`src/rtl/prog_mem_arbiter_if.sv`:
```
// Request/response bundle between the IF stage, the debug reader, the arbiter and Program_Memory.
interface prog_mem_arbiter_if #(
  parameter int DATA_WIDTH = 32
);
  logic                  if_req;
  logic [DATA_WIDTH-1:0] if_addr;
  logic                  if_gnt;
  logic                  if_rvalid;
  logic [DATA_WIDTH-1:0] if_rdata;
  logic                  if_err;

  logic                  dbg_req;
  logic [DATA_WIDTH-1:0] dbg_addr;
  logic                  dbg_gnt;
  logic                  dbg_rvalid;
  logic [DATA_WIDTH-1:0] dbg_rdata;
  logic                  dbg_err;

  logic [DATA_WIDTH-1:0] mem_addr;
  logic [DATA_WIDTH-1:0] mem_rdata;

  modport slave (
    input  if_req, if_addr, dbg_req, dbg_addr, mem_rdata,
    output if_gnt, if_rvalid, if_rdata, if_err,
    output dbg_gnt, dbg_rvalid, dbg_rdata, dbg_err, mem_addr
  );

  modport master (
    output if_req, if_addr, dbg_req, dbg_addr, mem_rdata,
    input  if_gnt, if_rvalid, if_rdata, if_err,
    input  dbg_gnt, dbg_rvalid, dbg_rdata, dbg_err, mem_addr
  );
endinterface

```
`src/rtl/prog_mem_arbiter.sv`:
```
// Shares the instruction ROM read port between fetch (fixed priority) and a debug reader,
// with a starvation counter that forces a debug grant after STARVE_LIMIT denied cycles.
module prog_mem_arbiter #(
  parameter int                    DATA_WIDTH   = 32,
  parameter int                    MEMORY_DEPTH = 64,
  parameter logic [DATA_WIDTH-1:0] TEXT_BASE    = 32'h00400000,
  parameter int                    STARVE_LIMIT = 4,
  parameter logic [DATA_WIDTH-1:0] NOP_INSTR    = 32'h00000013
) (
  input  logic                   clk,
  input  logic                   reset,
  prog_mem_arbiter_if.slave      bus
);

  typedef enum logic {IF_PRIO = 1'b0, DBG_FORCE = 1'b1} state_t;

  localparam int                    CW    = $clog2(STARVE_LIMIT + 1);
  localparam logic [CW-1:0]         LIMIT = CW'(STARVE_LIMIT);
  localparam logic [DATA_WIDTH-3:0] DEPTH = (DATA_WIDTH-2)'(MEMORY_DEPTH);

  state_t                state_q, state_d;
  logic [CW-1:0]         wait_cnt_q, wait_cnt_d;
  logic                  if_rvalid_q, if_rvalid_d;
  logic [DATA_WIDTH-1:0] if_rdata_q, if_rdata_d;
  logic                  if_err_q, if_err_d;
  logic                  dbg_rvalid_q, dbg_rvalid_d;
  logic [DATA_WIDTH-1:0] dbg_rdata_q, dbg_rdata_d;
  logic                  dbg_err_q, dbg_err_d;

  logic                  if_gnt_c, dbg_gnt_c;
  logic [DATA_WIDTH-1:0] mem_addr_c;
  logic [DATA_WIDTH-3:0] off_word;
  logic                  addr_err;
  logic [DATA_WIDTH-1:0] resp_data;

  always_comb begin
    if_gnt_c  = 1'b0;
    dbg_gnt_c = 1'b0;
    if (!reset) begin
      if (state_q == IF_PRIO) begin
        if_gnt_c  = bus.if_req;
        dbg_gnt_c = bus.dbg_req & ~bus.if_req;
      end else begin
        dbg_gnt_c = bus.dbg_req;
        if_gnt_c  = bus.if_req & ~bus.dbg_req;
      end
    end
  end

  // TEXT_BASE is word aligned, so the word offset needs no borrow from the byte bits.
  always_comb begin
    mem_addr_c = dbg_gnt_c ? bus.dbg_addr : bus.if_addr;
    off_word   = mem_addr_c[DATA_WIDTH-1:2] - TEXT_BASE[DATA_WIDTH-1:2];
    addr_err   = (|mem_addr_c[1:0]) | (off_word >= DEPTH);
    resp_data  = addr_err ? NOP_INSTR : bus.mem_rdata;
  end

  always_comb begin
    state_d    = state_q;
    wait_cnt_d = wait_cnt_q;
    if (dbg_gnt_c) begin
      wait_cnt_d = '0;
    end else if (bus.dbg_req && (wait_cnt_q != LIMIT)) begin
      wait_cnt_d = wait_cnt_q + 1'b1;
    end
    case (state_q)
      IF_PRIO: begin
        if (wait_cnt_d == LIMIT) state_d = DBG_FORCE;
      end
      DBG_FORCE: begin
        // Either served or the debug reader gave up; both restart the starvation window.
        if (dbg_gnt_c || !bus.dbg_req) begin
          state_d    = IF_PRIO;
          wait_cnt_d = '0;
        end
      end
      default: state_d = IF_PRIO;
    endcase
  end

  always_comb begin
    if_rvalid_d  = if_gnt_c;
    if_rdata_d   = if_gnt_c ? resp_data : if_rdata_q;
    if_err_d     = if_gnt_c ? addr_err : if_err_q;
    dbg_rvalid_d = dbg_gnt_c;
    dbg_rdata_d  = dbg_gnt_c ? resp_data : dbg_rdata_q;
    dbg_err_d    = dbg_gnt_c ? addr_err : dbg_err_q;
  end

  always_ff @(posedge clk or posedge reset) begin
    if (reset) begin
      state_q      <= IF_PRIO;
      wait_cnt_q   <= '0;
      if_rvalid_q  <= 1'b0;
      if_rdata_q   <= '0;
      if_err_q     <= 1'b0;
      dbg_rvalid_q <= 1'b0;
      dbg_rdata_q  <= '0;
      dbg_err_q    <= 1'b0;
    end else begin
      state_q      <= state_d;
      wait_cnt_q   <= wait_cnt_d;
      if_rvalid_q  <= if_rvalid_d;
      if_rdata_q   <= if_rdata_d;
      if_err_q     <= if_err_d;
      dbg_rvalid_q <= dbg_rvalid_d;
      dbg_rdata_q  <= dbg_rdata_d;
      dbg_err_q    <= dbg_err_d;
    end
  end

  assign bus.if_gnt     = if_gnt_c;
  assign bus.dbg_gnt    = dbg_gnt_c;
  assign bus.mem_addr   = mem_addr_c;
  assign bus.if_rvalid  = if_rvalid_q;
  assign bus.if_rdata   = if_rdata_q;
  assign bus.if_err     = if_err_q;
  assign bus.dbg_rvalid = dbg_rvalid_q;
  assign bus.dbg_rdata  = dbg_rdata_q;
  assign bus.dbg_err    = dbg_err_q;

endmodule

```
`src/flat_wrapper.sv`:
```
// flat-port wrapper written by rule: the top's interface ports become plain ports
module prog_mem_arbiter_flat 
#(
  parameter int                    DATA_WIDTH   = 32,
  parameter int                    MEMORY_DEPTH = 64,
  parameter logic [DATA_WIDTH-1:0] TEXT_BASE    = 32'h00400000,
  parameter int                    STARVE_LIMIT = 4,
  parameter logic [DATA_WIDTH-1:0] NOP_INSTR    = 32'h00000013
)
  (clk, reset, bus_if_req, bus_if_addr, bus_dbg_req, bus_dbg_addr, bus_mem_rdata, bus_if_gnt, bus_if_rvalid, bus_if_rdata, bus_if_err, bus_dbg_gnt, bus_dbg_rvalid, bus_dbg_rdata, bus_dbg_err, bus_mem_addr);
  prog_mem_arbiter_if #(.DATA_WIDTH(DATA_WIDTH)) bus_i ();
  input  logic clk;
  input  logic reset;
  input wire logic [$bits(bus_i.if_req)-1:0] bus_if_req;
  input wire logic [$bits(bus_i.if_addr)-1:0] bus_if_addr;
  input wire logic [$bits(bus_i.dbg_req)-1:0] bus_dbg_req;
  input wire logic [$bits(bus_i.dbg_addr)-1:0] bus_dbg_addr;
  input wire logic [$bits(bus_i.mem_rdata)-1:0] bus_mem_rdata;
  output wire logic [$bits(bus_i.if_gnt)-1:0] bus_if_gnt;
  output wire logic [$bits(bus_i.if_rvalid)-1:0] bus_if_rvalid;
  output wire logic [$bits(bus_i.if_rdata)-1:0] bus_if_rdata;
  output wire logic [$bits(bus_i.if_err)-1:0] bus_if_err;
  output wire logic [$bits(bus_i.dbg_gnt)-1:0] bus_dbg_gnt;
  output wire logic [$bits(bus_i.dbg_rvalid)-1:0] bus_dbg_rvalid;
  output wire logic [$bits(bus_i.dbg_rdata)-1:0] bus_dbg_rdata;
  output wire logic [$bits(bus_i.dbg_err)-1:0] bus_dbg_err;
  output wire logic [$bits(bus_i.mem_addr)-1:0] bus_mem_addr;
  assign bus_i.if_req = bus_if_req;
  assign bus_i.if_addr = bus_if_addr;
  assign bus_i.dbg_req = bus_dbg_req;
  assign bus_i.dbg_addr = bus_dbg_addr;
  assign bus_i.mem_rdata = bus_mem_rdata;
  assign bus_if_gnt = bus_i.if_gnt;
  assign bus_if_rvalid = bus_i.if_rvalid;
  assign bus_if_rdata = bus_i.if_rdata;
  assign bus_if_err = bus_i.if_err;
  assign bus_dbg_gnt = bus_i.dbg_gnt;
  assign bus_dbg_rvalid = bus_i.dbg_rvalid;
  assign bus_dbg_rdata = bus_i.dbg_rdata;
  assign bus_dbg_err = bus_i.dbg_err;
  assign bus_mem_addr = bus_i.mem_addr;
  prog_mem_arbiter #(.DATA_WIDTH(DATA_WIDTH), .MEMORY_DEPTH(MEMORY_DEPTH), .TEXT_BASE(TEXT_BASE), .STARVE_LIMIT(STARVE_LIMIT), .NOP_INSTR(NOP_INSTR)) u_core (.clk(clk), .reset(reset), .bus(bus_i));
endmodule
```
`config.mk`:
```
export PLATFORM = sky130hd
export DESIGN_NAME = prog_mem_arbiter_flat
export DESIGN_NICKNAME = d
export VERILOG_FILES = /design/src/rtl/prog_mem_arbiter_if.sv /design/src/rtl/prog_mem_arbiter.sv /design/src/flat_wrapper.sv
export SDC_FILE = /design/constraint.sdc
export NUM_CORES = 1
export LEC_CHECK = 0
export CAP_MARGIN = 20
export CORE_MARGIN = 5
export CORE_UTILIZATION = 41
export CTS_CLUSTER_SIZE = 40
export DETAILED_ROUTE_END_ITERATION = 7
export PLACE_DENSITY = 0.86
export SYNTH_ARGS = -nofsm -noshare
export SYNTH_HDL_FRONTEND = slang
export SYNTH_SLANG_ARGS = --single-unit
```
`constraint.sdc`:
```
create_clock -name clk -period 10.55 [get_ports clk]
set_input_delay 2.11 -clock clk [delete_from_list [all_inputs] [get_ports clk]]
set_output_delay 2.11 -clock clk [all_outputs]
set_load 0.1 [all_outputs]
```
# Yosys cells after proc, flatten, opt, wreduce, memory -nomap -nowiden
# Index checks and enable logic that the tools add are counted.
[op_classes]
add_sub_neg = 2
order_cmp = 1
n_eq_ne = 2
mux = 13
bitwise_logic = 6
reduce_logical = 4
[op_table]
columns = ["operator", "count"]
rows = [
  ["32-bit two-way mux", 2],
  ["30-bit by 7-bit greater-or-equal comparator with 1-bit output (second input constant)", 1],
  ["30-bit by 21-bit subtractor with 30-bit output (second input constant)", 1],
  ["3-bit two-way mux", 4],
  ["1-bit two-way mux", 6],
  ["3-bit by 1-bit adder with 3-bit output (second input constant)", 1],
  ["3-bit equality test (second input constant)", 1],
  ["3-bit inequality test (second input constant)", 1],
  ["1-bit inverter", 3],
  ["1-bit bitwise AND", 2],
  ["1-bit one-hot mux with 2 select lines", 1],
  ["2-bit OR reduction", 1],
  ["1-bit logical AND", 1],
  ["1-bit zero test", 1],
  ["1-bit logical OR", 1],
  ["1-bit OR", 1],
]
[word_totals]
regBits = 72
in_bits = 100
out_inout_bits = 102
wordCells = 36

# Depth between registers and ports, before layout
# Gate-level depths: netlist of the first run.
[logic_depth]
word_depth = 9
mapped_depth = 7
depth_no_buf = 6

# Worst setup path before layout of the first run
# Ideal clock, no wire load.
[synth_path]
kind = "input to output"
from = "input port reset"
to = "output port bus_mem_addr[10]"
arrival_ns = 5.907
required_time_ns = 8.440
setup_slack_ns = 2.533
cell_stages = 6
n_path_buf = 1
cell_sequence = "inv_1 -> nand3_1 -> inv_2 -> clkbuf_1 -> nand2_1 -> nand2_1"
[synth_between]
elab_chain_cells = 2
[synth_rtl]
columns = ["element", "line", "text"]
rows = [
  ["from (decl)", "flat_wrapper.sv:13", "input logic reset;"],
  ["1-bit two-way mux", "prog_mem_arbiter.sv:39", "if (!reset) begin"],
  ["via bus_dbg_gnt", "flat_wrapper.sv:23", "output wire logic [$bits(bus_i.dbg_gnt)-1:0] bus_dbg_gnt;"],
  ["32-bit two-way mux", "prog_mem_arbiter.sv:52", "mem_addr_c = dbg_gnt_c ? bus.dbg_addr : bus.if_addr;"],
  ["to (decl)", "flat_wrapper.sv:27", "output wire logic [$bits(bus_i.mem_addr)-1:0] bus_mem_addr;"],
]
# The timed path passes the listed nets, and every way through them passes these cells.

# Worst setup path after layout of the first run
[layout_path]
from = "input port bus_dbg_req"
to = "output port bus_if_gnt"
[layout_between]
elab_chain_cells = 4
[layout_rtl]
columns = ["element", "line", "text"]
rows = [
  ["from (decl)", "flat_wrapper.sv:16", "input wire logic [$bits(bus_i.dbg_req)-1:0] bus_dbg_req;"],
  ["1-bit inverter", "prog_mem_arbiter.sv:45", "if_gnt_c = bus.if_req & ~bus.dbg_req;"],
  ["1-bit bitwise AND", "prog_mem_arbiter.sv:45", ""],
  ["1-bit two-way mux", "prog_mem_arbiter.sv:40", "if (state_q == IF_PRIO) begin"],
  ["1-bit two-way mux", "prog_mem_arbiter.sv:39", ""],
  ["to (decl)", "flat_wrapper.sv:19", "output wire logic [$bits(bus_i.if_gnt)-1:0] bus_if_gnt;"],
]
# Every way passes these cells.

==> results of run 1 <==
## metal layers
metal | routed length [µm] | vias up | track usage (%)
met5 | 0 | - | 0
met4 | 257 | 0 | 6.76
met3 | 1090 | 22 | 7.92
met2 | 6460 | 128 | 41.0
met1 | 4870 | 1730 | 30.4
li1 | - | 1705 | -
## through the flow
step / worst slack (ns) / utilization [%] / total power (W)
detailed placement: 3.40 / 66.9 / 0.000545
global route: 3.29 / 69.8 / 0.000837
CTS: 3.37 / 69.8 / 0.000812
finish: 3.44 / 69.8 / 0.000806
global placement: 3.50 / 66.9 / 0.000541
floorplan: 2.53 / - / 0.000459
## worst reg2reg max path: stages, from the launching register on
cell	delay (ns)
dfrtp_1	0.42
nand2b_1	0.15
nand3_2	0.09
buf_4	0.36
nor4_4	0.91
buf_4	0.40
a22o_1	0.18
## sequential cells by signal, indices dropped and copies added, names as in the netlist
register and cells:
u_core.bus.dbg_rdata 32, u_core.bus.if_rvalid 1, u_core.bus.dbg_rvalid 1, u_core.bus.if_rdata 32, u_core.bus.if_err 1, u_core.state_q 1
u_core.bus.dbg_err 1, u_core.wait_cnt_q 3
## power by group through the flow
| stage | sequential, W | combinational [W] | clock [W] |
|---|---|---|---|
| 5_1_grt | 0.000292 | 0.000262 | 0.000283 |
| 3_3_place_gp | 0.000295 | 0.000246 | 0 |
| 4_1_cts | 0.000291 | 0.000250 | 0.000272 |
| 3_5_place_dp | 0.000296 | 0.000249 | 0 |
| 2_1_floorplan | 0.000299 | 0.000159 | 0 |
| 6_report | 0.000291 | 0.000249 | 0.000267 |
## cell type report
type / count / area (µm²)
fill: 666 / 2500
clock inverter: 6 / 115
tap: 105 / 131
sequential: 72 / 1800
multi-input combinational: 279 / 1540
timing repair buffer: 205 / 2040
inverter: 10 / 37.5
clock buffer: 10 / 128
## final timing paths
path	from	endpoint	cells past startpoint
worst max-delay path	bus_dbg_req	bus_if_gnt	5
worst min-delay path	u_core.bus.if_rdata[31]$_DFFE_PP0P_	u_core.bus.if_rdata[31]$_DFFE_PP0P_	2
worst max register to register	u_core.state_q$_DFF_PP0_	u_core.bus.dbg_rdata[7]$_DFFE_PP0N_	6
worst min register to register	u_core.bus.if_rdata[31]$_DFFE_PP0P_	u_core.bus.if_rdata[31]$_DFFE_PP0P_	2
max in group asynchronous	reset	u_core.bus.dbg_rdata[3]$_DFFE_PP0N_	3
min in group asynchronous	reset	u_core.bus.if_rdata[8]$_DFFE_PP0P_	3
## layout by cell type, fill, tap and decap left out
cell	Yosys	final
a21boi_0	1	1
a21oi_1	6	6
a22o_1	29	29
a31oi_1	2	2
a41oi_1	3	3
and4b_1	1	1
buf_4	1	4
bufinv_16	0	3
clkbuf_1	13	1
clkbuf_8	0	9
clkdlybuf4s50_1	0	201
clkinvlp_4	0	1
dfrtp_1	72	72
ha_1	2	2
inv_1	9	8
inv_2	1	2
inv_6	0	2
mux2_2	1	1
mux2_4	1	1
mux2i_1	3	3
nand2_1	157	157
nand2b_1	2	2
nand3_1	4	3
nand3_2	0	1
nand4_1	2	2
nor2_1	16	16
nor2b_1	1	1
nor3_1	4	4
nor4_1	8	8
nor4_4	1	1
nor4b_1	1	1
nor4b_2	1	1
o21ai_0	1	1
o31ai_1	19	19
o31ai_2	10	10
o41ai_1	1	1
xnor2_1	1	1
xor2_1	1	1
## cells by family after synthesis
kind of cell / synth area share, %
compound gates: 17.4
buf+inv: 4.92
flops: 51.3
xor+xnor: 0.499
simple gates: 23.5
fa+ha+maj: 0.713
mux: 1.60
==> impl_metrics.json, run 1 <==
{
  "cp.required_ns": 8.44,
  "final_nets": 679,
  "whs_ns": 0.482,
  "grt_max_degree": 73,
  "regToRegSetupSlack_ns": 7.98,
  "hold_violations": 0,
  "hold_buffers": 0,
  "instances_no_fill": 687,
  "grt_pass1_vias": 3703,
  "antenna_cells": 0,
  "clock_latency_ns": 0.34,
  "dpl_cell_area_um2": 5550,
  "crit_family": "buffers and inverters",
  "io_pins": 202,
  "portBuffers": 201,
  "syn_area_um2": 3510,
  "synth_cells": 388,
  "leakage_nw": 2.52,
  "cts_buffer_depth": 2,
  "die_w_um": 103,
  "finalCriticalPeriod_ns": 7.11,
  "swShare_pct": 35.6,
  "ant_nets": 0,
  "crit_chain": "clkdlybuf4s50_1 > nand2_1 > nand2_1 > inv_1 > clkdlybuf4s50_1",
  "wire_per_inst_um": 18.5,
  "finClkSkew_ns": 0.0113,
  "drv_cap": 0,
  "ys_types": 36,
  "vias": 3585,
  "p_switching_w": 0.000287,
  "grt_overflow": 0,
  "htreeDepth": 3,
  "p_per_area_nw_per_um2": 139,
  "maxSlewHeadroom_pct": 28.6,
  "grt_antenna_before_repair": 0,
  "drc": 0,
  "pwr-share-clk_pct": 33.1,
  "yosys.area.top_type": "dfrtp_1",
  "routabilityCongestion": 0.940,
  "critical_path_buf_inv_count": 3,
  "drive_above_1_share_pct": 6.19,
  "worst_setup_path_start_kind": "input port",
  "die_area_um2": 10500,
  "p_seq_share_pct": 36.1,
  "max_slew.worst_pin.slew_ns": 1.07,
  "async_flop_share_pct": 100,
  "cts_buffers": 9,
  "crit_slowest_cell": "clkdlybuf4s50_1",
  "drv_slew": 0,
  "via_per_inst": 5.22,
  "crit_path_max_incr_delay_ns": 1.21,
  "clockRootBuffer": "clkbuf_8",
  "ctsResizeCount": 0,
  "synth_warnings": 0,
  "intPower_w": 0.000519,
  "rows": 33,
  "initial_core_util_pct": 42.3,
  "synth.top_cells.by_area": "dfrtp_1 51%, nand2_1 17%, a22o_1 7.2%, o31ai_1 4.1%, o31ai_2 3.6%",
  "critical_path.max_fanout": 30,
  "combPwrFrac_pct": 30.8,
  "synthesis.nets": 490,
  "track_usage_pct": 24.4,
  "dp.cells": 671,
  "fin_area_um2": 5800,
  "post-cts-setup-buffers": 0,
  "cts_sinks": 72,
  "finalSetupViolations": 0,
  "synth_flop_cell": "dfrtp_1",
  "synth_edf_count": 0,
  "end_kind": "output pin",
  "drt_iter0_markers": 173,
  "clock.fmax_mhz": 141,
  "dp_hpwl_um": 9470,
  "first_pass_iters": 5,
  "hold_path.class": "reg2reg",
  "area_growth_pct": 65.1,
  "ys_seq_area_share_pct": 51.3,
  "avgSynthCellArea_um2": 9.05,
  "irDropWorstVdd_uv": 80.6,
  "finalWirelength_um": 12700,
  "crit_type": "in2out",
  "yosysMostFrequentCell": "nand2_1",
  "tritoncts": "built",
  "synthTopCellsByCount": "157 x nand2_1, 72 x dfrtp_1, 29 x a22o_1",
  "status": "completed",
  "rsz0062_at_grt": "false",
  "coreArea_um2": 8300,
  "fin_crit_sh_pct": 67.4,
  "die_h_um": 103,
  "synth.top_cell.area_share_pct": 51.3,
  "setup-tns-final_ns": 0,
  "path_clk_slew_ns": 0.07,
  "ys_ff_latch": 72,
  "worstPathArrival_ns": 5.00,
  "grt_pass1_wl_um": 19800
}
Power figures use the tool's default switching activity.
==> run 2: changes to the inputs <==
--- a/config.mk
+++ b/config.mk
@@ -7,10 +7,10 @@
 export LEC_CHECK = 0
 export CAP_MARGIN = 20
 export CORE_MARGIN = 5
-export CORE_UTILIZATION = 41
+export CORE_UTILIZATION = 38
 export CTS_CLUSTER_SIZE = 40
 export DETAILED_ROUTE_END_ITERATION = 7
-export PLACE_DENSITY = 0.86
+export PLACE_DENSITY = 0.8
 export SYNTH_ARGS = -nofsm -noshare
 export SYNTH_HDL_FRONTEND = slang
 export SYNTH_SLANG_ARGS = --single-unit
==> constraint.sdc (replaced) <==
create_clock -name clk -period 7.05 [get_ports clk]
set_input_delay 1.41 -clock clk [delete_from_list [all_inputs] [get_ports clk]]
set_output_delay 1.41 -clock clk [all_outputs]
set_load 0.1 [all_outputs]
==> run 2 against run 1 <==
Compared with the run above: die area grew 7.1%; global-route usage down 2.5 points; utilization shrank 7.4 points; critical path type unchanged; largest cell class unchanged; largest power group unchanged.
==> impl_metrics.json, run 2 (synthesis gave the netlist of run 1 again) <==
{
  "cts_sinks": 72,
  "drive_above_1_share_pct": 12.0,
  "final_nets": 680,
  "die_w_um": 106,
  "cts_buffer_depth": 2,
  "die_area_um2": 11300,
  "hold_buffers": 0,
  "multiInputGateArea_um2": 1540,
  "hold_violations": 0,
  "portBuffers": 201,
  "vias": 3602,
  "grt_max_degree": 73,
  "rsz0062_at_grt": "false",
  "drt_iter0_markers": 176,
  "clock.fmax_mhz": 194,
  "ctsResizeCount": 0,
  "post-cts-setup-buffers": 0,
  "worstPathArrival_ns": 3.75,
  "finClkSkew_ns": 0.00546,
  "critPathLaunch": "bus_if_req",
  "area_growth_pct": 61.9,
  "cp.required_ns": 5.64,
  "fin_area_um2": 5680,
  "coreArea_um2": 9110,
  "clockRootBuffer": "clkbuf_8",
  "leakage_nw": 2.54,
  "drc": 0,
  "r2r-start": "u_core.state_q$_DFF_PP0_",
  "dp_hpwl_um": 9150,
  "p_per_area_nw_per_um2": 199,
  "ant_nets": 0,
  "via_per_inst": 5.19,
  "finalSetupViolations": 0,
  "grt_pass1_wl_um": 19600,
  "antenna_cells": 0,
  "clock_latency_ns": 0.33,
  "wire_per_inst_um": 17.9,
  "grt_overflow": 0,
  "final_cell_mix": "168 x clkdlybuf4s50_1, 157 x nand2_1, 72 x dfrtp_1, 38 x buf_4, 29 x a22o_1",
  "grt_antenna_before_repair": 0,
  "critical_path.max_fanout": 30,
  "status": "completed",
  "setup-tns-final_ns": 0,
  "track_usage_pct": 21.9,
  "worst_setup_path_start_kind": "input port",
  "grt_pass1_vias": 3663,
  "hold_path.class": "reg2reg",
  "drv_cap": 0,
  "crit_type": "in2out",
  "irDropWorstVdd_uv": 145,
  "htreeDepth": 3,
  "maxSlewHeadroom_pct": 31.3,
  "routabilityCongestion": 0.934,
  "initial_core_util_pct": 38.5,
  "path_clk_slew_ns": 0.07,
  "fin_crit_sh_pct": 73.1,
  "end_kind": "output pin",
  "die_h_um": 106,
  "regArea_um2": 1800,
  "finalWirelength_um": 12400,
  "dpl_cell_area_um2": 5490,
  "mostFrequentLayoutCell": "clkdlybuf4s50_1",
  "fillCellCount": 760,
  "first_pass_iters": 4,
  "finalCriticalPeriod_ns": 5.16,
  "cts_buffers": 9,
  "max_slew.worst_pin.slew_ns": 1.03,
  "tritoncts": "built",
  "final_util_pct": 62.4,
  "hp-start": "u_core.bus.if_rdata[9]$_DFFE_PP0P_",
  "rows": 35,
  "io_pins": 202,
  "drv_slew": 0
}
-- run 2: metal layers --
metal	GRT usage, %	up-vias	part of all wire [%]
met1	27.1	1747	42
met4	4.90	0	1.2
met5	0	-	0
met2	38.6	133	51
li1	-	1709	-
met3	5.46	13	6.0
-- run 2: where the power goes --
part | leakage (nW) | internal (W) | switching [W]
clock | 0.0993 | 0.000173 | 0.000152
sequential | 0.959 | 0.000424 | 0.0000109
combinational | 1.48 | 0.000110 | 0.000261
total | 2.54 | 0.000706 | 0.000423
-- run 2: through the flow --
stage | cells | hold WS, ns | total power [W] | setup WS, ns
floorplan | 388 | 0.494 | 0.000686 | 0.433
global placement | 678 | 0.460 | 0.000802 | 1.93
detailed placement | 678 | 0.467 | 0.000811 | 1.90
CTS | 694 | 0.482 | 0.00114 | 1.89
global route | 694 | 0.505 | 0.00118 | 1.80
finish | 694 | 0.479 | 0.00113 | 1.89
-- run 2: worst max-delay path, stage by stage --
cell and delay (ns):
clkdlybuf4s50_1 0.49, nor2b_1 0.18, nand2_1 0.06, buf_4 0.24, inv_1 0.19, clkdlybuf4s50_1 1.17
-- run 2: final timing paths --
kind | to | slack (ns) | depth (start not counted)
setup reg to reg | u_core.bus.if_rdata[5]$_DFFE_PP0P_ | 4.70 | 5
min in group asynchronous | u_core.bus.dbg_rdata[15]$_DFFE_PP0N_ | 1.79 | 3
hold reg to reg | u_core.bus.if_rdata[9]$_DFFE_PP0P_ | 0.48 | 2
hold / removal | u_core.bus.if_rdata[9]$_DFFE_PP0P_ | 0.48 | 2
setup / recovery | bus_if_gnt | 1.89 | 6
max in group asynchronous | u_core.bus.dbg_rdata[2]$_DFFE_PP0N_ | 4.66 | 3
-- run 2: final cells by class --
cell class | instances | area share (%)
Clock inverter | 5 | 0.991
Inverter | 10 | 0.660
Multi-Input combinational cell | 279 | 27.1
Timing Repair Buffer | 206 | 34.6
Sequential cell | 72 | 31.7
Tap cell | 111 | 2.44
Clock buffer | 11 | 2.49
